$ cat src/rtl/spi_tx_responder_if.sv
// ----------------------------------------------------------------------------
// spi_tx_responder_if
// Word handshake between on-chip logic (master) and the SPI transmitter
// (slave).
//   tx_data   master -> slave  word to send
//   tx_valid  master -> slave  tx_data offered
//   tx_ready  slave  -> master holding register empty
// ----------------------------------------------------------------------------
interface spi_tx_responder_if #(
    parameter int DATA_WIDTH = 16
);
    logic [DATA_WIDTH-1:0] tx_data;
    logic                  tx_valid;
    logic                  tx_ready;

    modport master (output tx_data, output tx_valid, input tx_ready);
    modport slave  (input tx_data, input tx_valid, output tx_ready);
endinterface

$ cat src/rtl/spi_tx_responder.sv
// ----------------------------------------------------------------------------
// spi_tx_responder
// SPI target-side transmitter (mode 0). Holds one word from on-chip logic and
// shifts it out MSB-first on miso during the next cs-low frame. sck and cs are
// oversampled in the clk domain; nothing is clocked by sck.
//
// Optional feature macro: SPI_TX_PARITY_EN appends an even-parity bit after
// the LSB (frame becomes DATA_WIDTH+1 bits).
//
// Ports
//   clk         in   system clock
//   rst_n       in   asynchronous active-low reset
//   sck_i       in   SPI clock from host (asynchronous)
//   cs_i        in   SPI chip select, active-low (asynchronous)
//   tx_if       slave modport: tx_data / tx_valid / tx_ready handshake
//   miso_o      out  serial data to host
//   miso_oe_o   out  miso drive enable, high while synchronized cs is low
//   busy_o      out  frame in progress
//   tx_done_o   out  1-clk pulse: all frame bits were sampled by the host
//   tx_abort_o  out  1-clk pulse: cs rose before the frame completed
//   underrun_o  out  1-clk pulse: frame started with holding register empty
// ----------------------------------------------------------------------------
module spi_tx_responder #(
    parameter int DATA_WIDTH  = 16,
    parameter int SYNC_STAGES = 2
) (
    input  logic               clk,
    input  logic               rst_n,
    input  logic               sck_i,
    input  logic               cs_i,
    spi_tx_responder_if.slave  tx_if,
    output logic               miso_o,
    output logic               miso_oe_o,
    output logic               busy_o,
    output logic               tx_done_o,
    output logic               tx_abort_o,
    output logic               underrun_o
);

`ifdef SPI_TX_PARITY_EN
    localparam int FRAME_BITS = DATA_WIDTH + 1;
`else
    localparam int FRAME_BITS = DATA_WIDTH;
`endif
    localparam int CNT_W = $clog2(FRAME_BITS + 1);
    localparam logic [CNT_W-1:0] LAST_CNT = CNT_W'(FRAME_BITS);

    typedef enum logic [1:0] {
        ST_IDLE  = 2'd0,
        ST_SHIFT = 2'd1,
        ST_DRAIN = 2'd2
    } state_t;

    // Synchronizers idle at sck=0, cs=1 so reset release creates no edges.
    logic [SYNC_STAGES-1:0] sck_sync_q;
    logic [SYNC_STAGES-1:0] cs_sync_q;
    logic                   sck_dly_q;
    logic                   cs_dly_q;

    state_t                 state_q;
    logic [FRAME_BITS-1:0]  shift_q;
    logic [CNT_W-1:0]       cnt_q;
    logic [DATA_WIDTH-1:0]  hold_q;
    logic                   hold_full_q;
    logic                   miso_q;
    logic                   miso_oe_q;
    logic                   busy_q;
    logic                   tx_done_q;
    logic                   tx_abort_q;
    logic                   underrun_q;

    logic                   sck_s;
    logic                   cs_s;
    logic                   sck_rise;
    logic                   sck_fall;
    logic                   cs_fall;
    logic                   cs_rise;
    logic                   accept;
    logic [CNT_W-1:0]       cnt_d;
    logic [FRAME_BITS-1:0]  load_d;
    logic [FRAME_BITS-1:0]  shift_d;

    // Frame image of a data word; the parity bit trails the LSB.
    function automatic logic [FRAME_BITS-1:0] frame_word(input logic [DATA_WIDTH-1:0] d);
`ifdef SPI_TX_PARITY_EN
        return {d, ^d};
`else
        return d;
`endif
    endfunction

    assign sck_s    = sck_sync_q[SYNC_STAGES-1];
    assign cs_s     = cs_sync_q[SYNC_STAGES-1];
    assign sck_rise = sck_s & ~sck_dly_q;
    assign sck_fall = ~sck_s & sck_dly_q;
    assign cs_fall  = ~cs_s & cs_dly_q;
    assign cs_rise  = cs_s & ~cs_dly_q;

    assign accept   = tx_if.tx_valid & ~hold_full_q;
    assign cnt_d    = cnt_q + 1'b1;
    // Underrun frames carry all zeros, including the parity bit.
    assign load_d   = hold_full_q ? frame_word(hold_q) : '0;
    assign shift_d  = {shift_q[FRAME_BITS-2:0], 1'b0};

    always_ff @(posedge clk or negedge rst_n) begin
        if (!rst_n) begin
            sck_sync_q <= '0;
            cs_sync_q  <= '1;
            sck_dly_q  <= 1'b0;
            cs_dly_q   <= 1'b1;
        end else begin
            sck_sync_q <= {sck_sync_q[SYNC_STAGES-2:0], sck_i};
            cs_sync_q  <= {cs_sync_q[SYNC_STAGES-2:0], cs_i};
            sck_dly_q  <= sck_s;
            cs_dly_q   <= cs_s;
        end
    end

    always_ff @(posedge clk or negedge rst_n) begin
        if (!rst_n) begin
            state_q     <= ST_IDLE;
            shift_q     <= '0;
            cnt_q       <= '0;
            hold_q      <= '0;
            hold_full_q <= 1'b0;
            miso_q      <= 1'b0;
            miso_oe_q   <= 1'b0;
            busy_q      <= 1'b0;
            tx_done_q   <= 1'b0;
            tx_abort_q  <= 1'b0;
            underrun_q  <= 1'b0;
        end else begin
            tx_done_q  <= 1'b0;
            tx_abort_q <= 1'b0;
            underrun_q <= 1'b0;
            miso_oe_q  <= ~cs_s;

            case (state_q)
                ST_IDLE: begin
                    if (cs_fall) begin
                        shift_q     <= load_d;
                        miso_q      <= load_d[FRAME_BITS-1];
                        cnt_q       <= '0;
                        hold_full_q <= 1'b0;
                        underrun_q  <= ~hold_full_q;
                        busy_q      <= 1'b1;
                        state_q     <= ST_SHIFT;
                    end
                end
                ST_SHIFT: begin
                    // cs rise beats a coincident final sck rise.
                    if (cs_rise) begin
                        tx_abort_q <= 1'b1;
                        miso_q     <= 1'b0;
                        busy_q     <= 1'b0;
                        state_q    <= ST_IDLE;
                    end else if (sck_rise) begin
                        cnt_q <= cnt_d;
                        if (cnt_d == LAST_CNT) begin
                            tx_done_q <= 1'b1;
                            miso_q    <= 1'b0;
                            state_q   <= ST_DRAIN;
                        end
                    end else if (sck_fall) begin
                        shift_q <= shift_d;
                        miso_q  <= shift_d[FRAME_BITS-1];
                    end
                end
                ST_DRAIN: begin
                    miso_q <= 1'b0;
                    if (cs_rise) begin
                        busy_q  <= 1'b0;
                        state_q <= ST_IDLE;
                    end
                end
                default: begin
                    busy_q  <= 1'b0;
                    miso_q  <= 1'b0;
                    state_q <= ST_IDLE;
                end
            endcase

            // Placed after the FSM so an accept coinciding with the cs-fall
            // load (hold was empty) becomes the next word.
            if (accept) begin
                hold_q      <= tx_if.tx_data;
                hold_full_q <= 1'b1;
            end
        end
    end

    assign tx_if.tx_ready = ~hold_full_q;
    assign miso_o         = miso_q;
    assign miso_oe_o      = miso_oe_q;
    assign busy_o         = busy_q;
    assign tx_done_o      = tx_done_q;
    assign tx_abort_o     = tx_abort_q;
    assign underrun_o     = underrun_q;

endmodule

$ cat src/flat_wrapper.sv
// flat-port wrapper written by rule: the top's interface ports become plain ports
module spi_tx_responder_flat 
#(
    parameter int DATA_WIDTH  = 16,
    parameter int SYNC_STAGES = 2
)
  (clk, rst_n, sck_i, cs_i, miso_o, miso_oe_o, busy_o, tx_done_o, tx_abort_o, underrun_o, tx_if_tx_data, tx_if_tx_valid, tx_if_tx_ready);
  spi_tx_responder_if #(.DATA_WIDTH(DATA_WIDTH)) tx_if_i ();
  input  logic clk;
  input  logic rst_n;
  input  logic sck_i;
  input  logic cs_i;
  output logic miso_o;
  output logic miso_oe_o;
  output logic busy_o;
  output logic tx_done_o;
  output logic tx_abort_o;
  output logic underrun_o;
  input wire logic [$bits(tx_if_i.tx_data)-1:0] tx_if_tx_data;
  input wire logic [$bits(tx_if_i.tx_valid)-1:0] tx_if_tx_valid;
  output wire logic [$bits(tx_if_i.tx_ready)-1:0] tx_if_tx_ready;
  assign tx_if_i.tx_data = tx_if_tx_data;
  assign tx_if_i.tx_valid = tx_if_tx_valid;
  assign tx_if_tx_ready = tx_if_i.tx_ready;
  spi_tx_responder #(.DATA_WIDTH(DATA_WIDTH), .SYNC_STAGES(SYNC_STAGES)) u_core (.clk(clk), .rst_n(rst_n), .sck_i(sck_i), .cs_i(cs_i), .tx_if(tx_if_i), .miso_o(miso_o), .miso_oe_o(miso_oe_o), .busy_o(busy_o), .tx_done_o(tx_done_o), .tx_abort_o(tx_abort_o), .underrun_o(underrun_o));
endmodule
$ cat config.mk
export PLATFORM = sky130hd
export DESIGN_NAME = spi_tx_responder_flat
export DESIGN_NICKNAME = d
export VERILOG_FILES = /design/src/rtl/spi_tx_responder_if.sv /design/src/rtl/spi_tx_responder.sv /design/src/flat_wrapper.sv
export SDC_FILE = /design/constraint.sdc
export NUM_CORES = 1
export LEC_CHECK = 0
export CORE_AREA = 8 8 74 76
export CTS_BUF_LIST = sky130_fd_sc_hd__clkbuf_4
export CTS_CLUSTER_DIAMETER = 40
export DETAILED_ROUTE_END_ITERATION = 8
export DIE_AREA = 0 0 82 84
export GPL_TIMING_DRIVEN = 0
export PLACE_DENSITY = 0.77
export SYNTH_ARGS = -nofsm -noshare
export SYNTH_HDL_FRONTEND = slang
export SYNTH_SLANG_ARGS = --single-unit
$ cat constraint.sdc
create_clock -name clk -period 2.29 [get_ports clk]
set_input_delay 0.5725 -clock clk [delete_from_list [all_inputs] [get_ports clk]]
set_output_delay 0.5725 -clock clk [all_outputs]
set_load 0.02 [all_outputs]
==> metrics.yaml <==
drt:
  drt-vias-per-instance: 5.505
  wl_per_cell_um: 15.14
  firstDrtPassIters: 4
  drt-initial-drc-count: 119
  wirelength_um: 4346
  drc: 0
  ant_nets: 0
  vias: 1580
place:
  pre_cts_ws_ns: 0.1083
  dp.cells: 280
  hpwl_um: 3077
  numPortBuffers: 27
  gp_congestion: 0.7695
synth:
  synth-xor-area-share_pct: 1.532
  synth_compound_area_share_pct: 13.18
  yosys-mux-area-fraction_pct: 11.43
  ys_warn_count: 0
  synth_top_family_by_area: "compound AO/OA/AOI/OAI gates"
  yosysUniqueCellTypes: 36
  synth_fp_nets: 227
  ys_seq_area_share_pct: 55.96
  netlist_area_um2: 2287
  synth_fa_ha_area_share_pct: 3.282
  avgSynthCellArea_um2: 11.44
  ys_seq_elements: 51
  synthArstFlopShare_pct: 100.0
  dominantRegCellSynth: "dfrtp_1"
  synthCells: 200
  synth_simple_gate_area_share_pct: 10.45
  synth_edf_count: 0
sta:
  tightest_slew_ns: 0.5869
  whs_ns: 0.1010
  layout_setup_ws_ns: 0.1448
  finalHoldViolations: 0
  tns_ns: 0
  fin_skew_ns: 0.007881
  clock.fmax_ghz: 0.4662
  period_share_pct: 93.68
  rsz0062_at_grt: "false"
  finalMaxSlewViolations: 0
  maxSlewHeadroom_pct: 60.87
  fin_crit_ns: 2.145
  setup_violations: 0
setup_path:
  crit_slowest_cell: "clkdlybuf4s50_1"
  reg2reg_depth: 7
  cpLargestDelayFamily: "buffers and inverters"
  reg2reg_slack_ns: 0.21
  r2r-end: "u_core.shift_q[13]$_DFFE_PN0P_"
  reg2reg_from: "u_core.state_q[1]$_DFFE_PN0P_"
  cp_slowest_stage_delay_ns: 0.62
  start_kind: "flop"
  path_class: "flop to output pin"
  crit_chain: "inv_1 > clkdlybuf4s50_1"
  crit_arrival_ns: 1.57
  cp-end-kind: "output pin"
  cp-startpoint: "u_core.hold_full_q$_DFFE_PN0P_"
  critPathBufInv: 2
  cp_max_fo: 5
  worstPathRequired_ns: 1.72
cells_and_area:
  syn2layout_area_growth_pct: 17.56
  fin_nets: 262
  drive_above_1_share_pct: 17.87
  layout_commonest_cell: "dfrtp_1"
  layout_common_cells: "48 x dfrtp_1, 26 x clkdlybuf4s50_1, 19 x nor2_1"
  fin_cells: 287
  antenna_cells: 0
  utilization_pct: 63.06
cts:
  htree_num_levels: 2
  cts-hold-fix-buffers: 0
  clk_latency_ns: 0.37
  clkTransAtPathRegs_ns: 0.14
  postCtsSetupBuffers: 0
  clock_path_buffers: 2
  cts_tree: "yes"
  cts_root_buf: "clkbuf_4"
  cts_sinks: 51
  ctsResizeCount: 0
  cts_buffers: 5
floorplanning:
  fp.dieH_um: 84
  dieWidth_um: 82
  fp-row-count: 24
  io_pins: 28
  design.core.area_um2: 4264
  initial_core_util_pct: 53.64
  die_area_um2: 6888
grt:
  grt_max_degree: 37
  grt_first_pass_wirelength_um: 7665
  grt_overflow: 0
  grt_use_total_pct: 13.95
  grt_pass1_vias: 1717
  antenna_found_initial: 0
power:
  power_density_nw_per_um2: 1108
  power_leakage_nw: 1.190
  ir_drop_mv: 0.6451
hold_path:
  hp-class: "input port to asynchronous set/reset pin"
run:
  drv_cap: 0
outcome:
  status: "finished clean"
-- worst max path at each step --
stage / end / slack [ns] / cells past startpoint
final: tx_if_tx_ready / 0.14 / 2
after global routing: u_core.shift_q[6]$_DFFE_PN0P_ / 0.02 / 7
after CTS: tx_if_tx_ready / 0.12 / 2
after detailed placement: u_core.hold_q[11]$_DFFE_PN0P_ / 0.11 / 5
after global placement: u_core.shift_q[6]$_DFFE_PN0P_ / -0.82 / 1
after floorplan: u_core.shift_q[11]$_DFFE_PN0P_ / 0.68 / 7
-- registers in the layout (all words and copies together), names as in the netlist --
register / count
u_core.hold_q: 16
u_core.miso_o: 1
u_core.cnt_q: 5
u_core.tx_abort_o: 1
u_core.underrun_o: 1
u_core.state_q: 2
u_core.busy_o: 1
u_core.sck_sync_q: 2
u_core.tx_done_o: 1
u_core.hold_full_q: 1
u_core.cs_dly_q: 1
u_core.shift_q: 15
u_core.cs_sync_q: 2
u_core.miso_oe_o: 1
u_core.sck_dly_q: 1
-- per-stage QoR --
step	area, um2	total power, W
after floorplan	2287	0.002260
after global placement	2623	0.002567
after detailed placement	2638	0.002612
after CTS	2689	0.003017
after global routing	2689	0.003230
final	2689	0.002978
-- cell type report --
class                           count  area, um2
Timing Repair Buffer               28      285.3
Sequential cell                    51       1280
Inverter                           10      37.54
Clock buffer                        5      37.54
Multi-Input combinational cell    129      912.1
Clock inverter                      2      13.76
Tap cell                           52      65.06
Fill cell                         370       1575
Buffer                             10      57.56
-- cells in the mapped netlist, types with 2 or more instances --
| cell type | instances | share of area, % |
|---|---|---|
| a21oi_1 | 18 | 3.9 |
| a22oi_1 | 14 | 4.6 |
| buf_2 | 4 | 0.88 |
| buf_6 | 2 | 0.98 |
| clkbuf_1 | 3 | 0.49 |
| dfrtp_1 | 48 | 53 |
| dfstp_2 | 3 | 3.4 |
| ha_1 | 6 | 3.3 |
| inv_1 | 10 | 1.6 |
| mux2_2 | 17 | 8.4 |
| mux2i_1 | 7 | 3.1 |
| nand2_1 | 13 | 2.1 |
| nand3_1 | 4 | 0.88 |
| nand4_1 | 3 | 0.82 |
| nor2_1 | 19 | 3.1 |
| o211ai_1 | 2 | 0.66 |
| o21ai_0 | 3 | 0.66 |
| o21ai_2 | 2 | 0.77 |
| o22ai_1 | 2 | 0.55 |
| xor2_1 | 4 | 1.5 |
-- power by group --
part	leakage [nW]	switching, W	internal, W	total, W
combinational	0.549	0.000583	0.000552	0.00113
sequential	0.610	0.000212	0.00124	0.00145
clock	0.0310	0.000274	0.000115	0.000389
-- per-layer routing --
layer | vias to the layer above | part of all wire [%] | track usage (%)
li1 | 770 | - | -
met1 | 761 | 48 | 18.21
met2 | 43 | 45 | 20.04
met3 | 6 | 5.5 | 4.526
met4 | 0 | 1.4 | 6.709
met5 | - | 0 | 0
-- kinds of logic (layout without fill, tap and decap cells) --
logic type	count (synthesis)	count (layout)
fa+ha+maj	6	6
simple gates	49	49
flops	51	51
mux	24	24
xor+xnor	4	4
buf+inv	20	55
compound gates	46	46
Power figures use the tool's default switching activity.
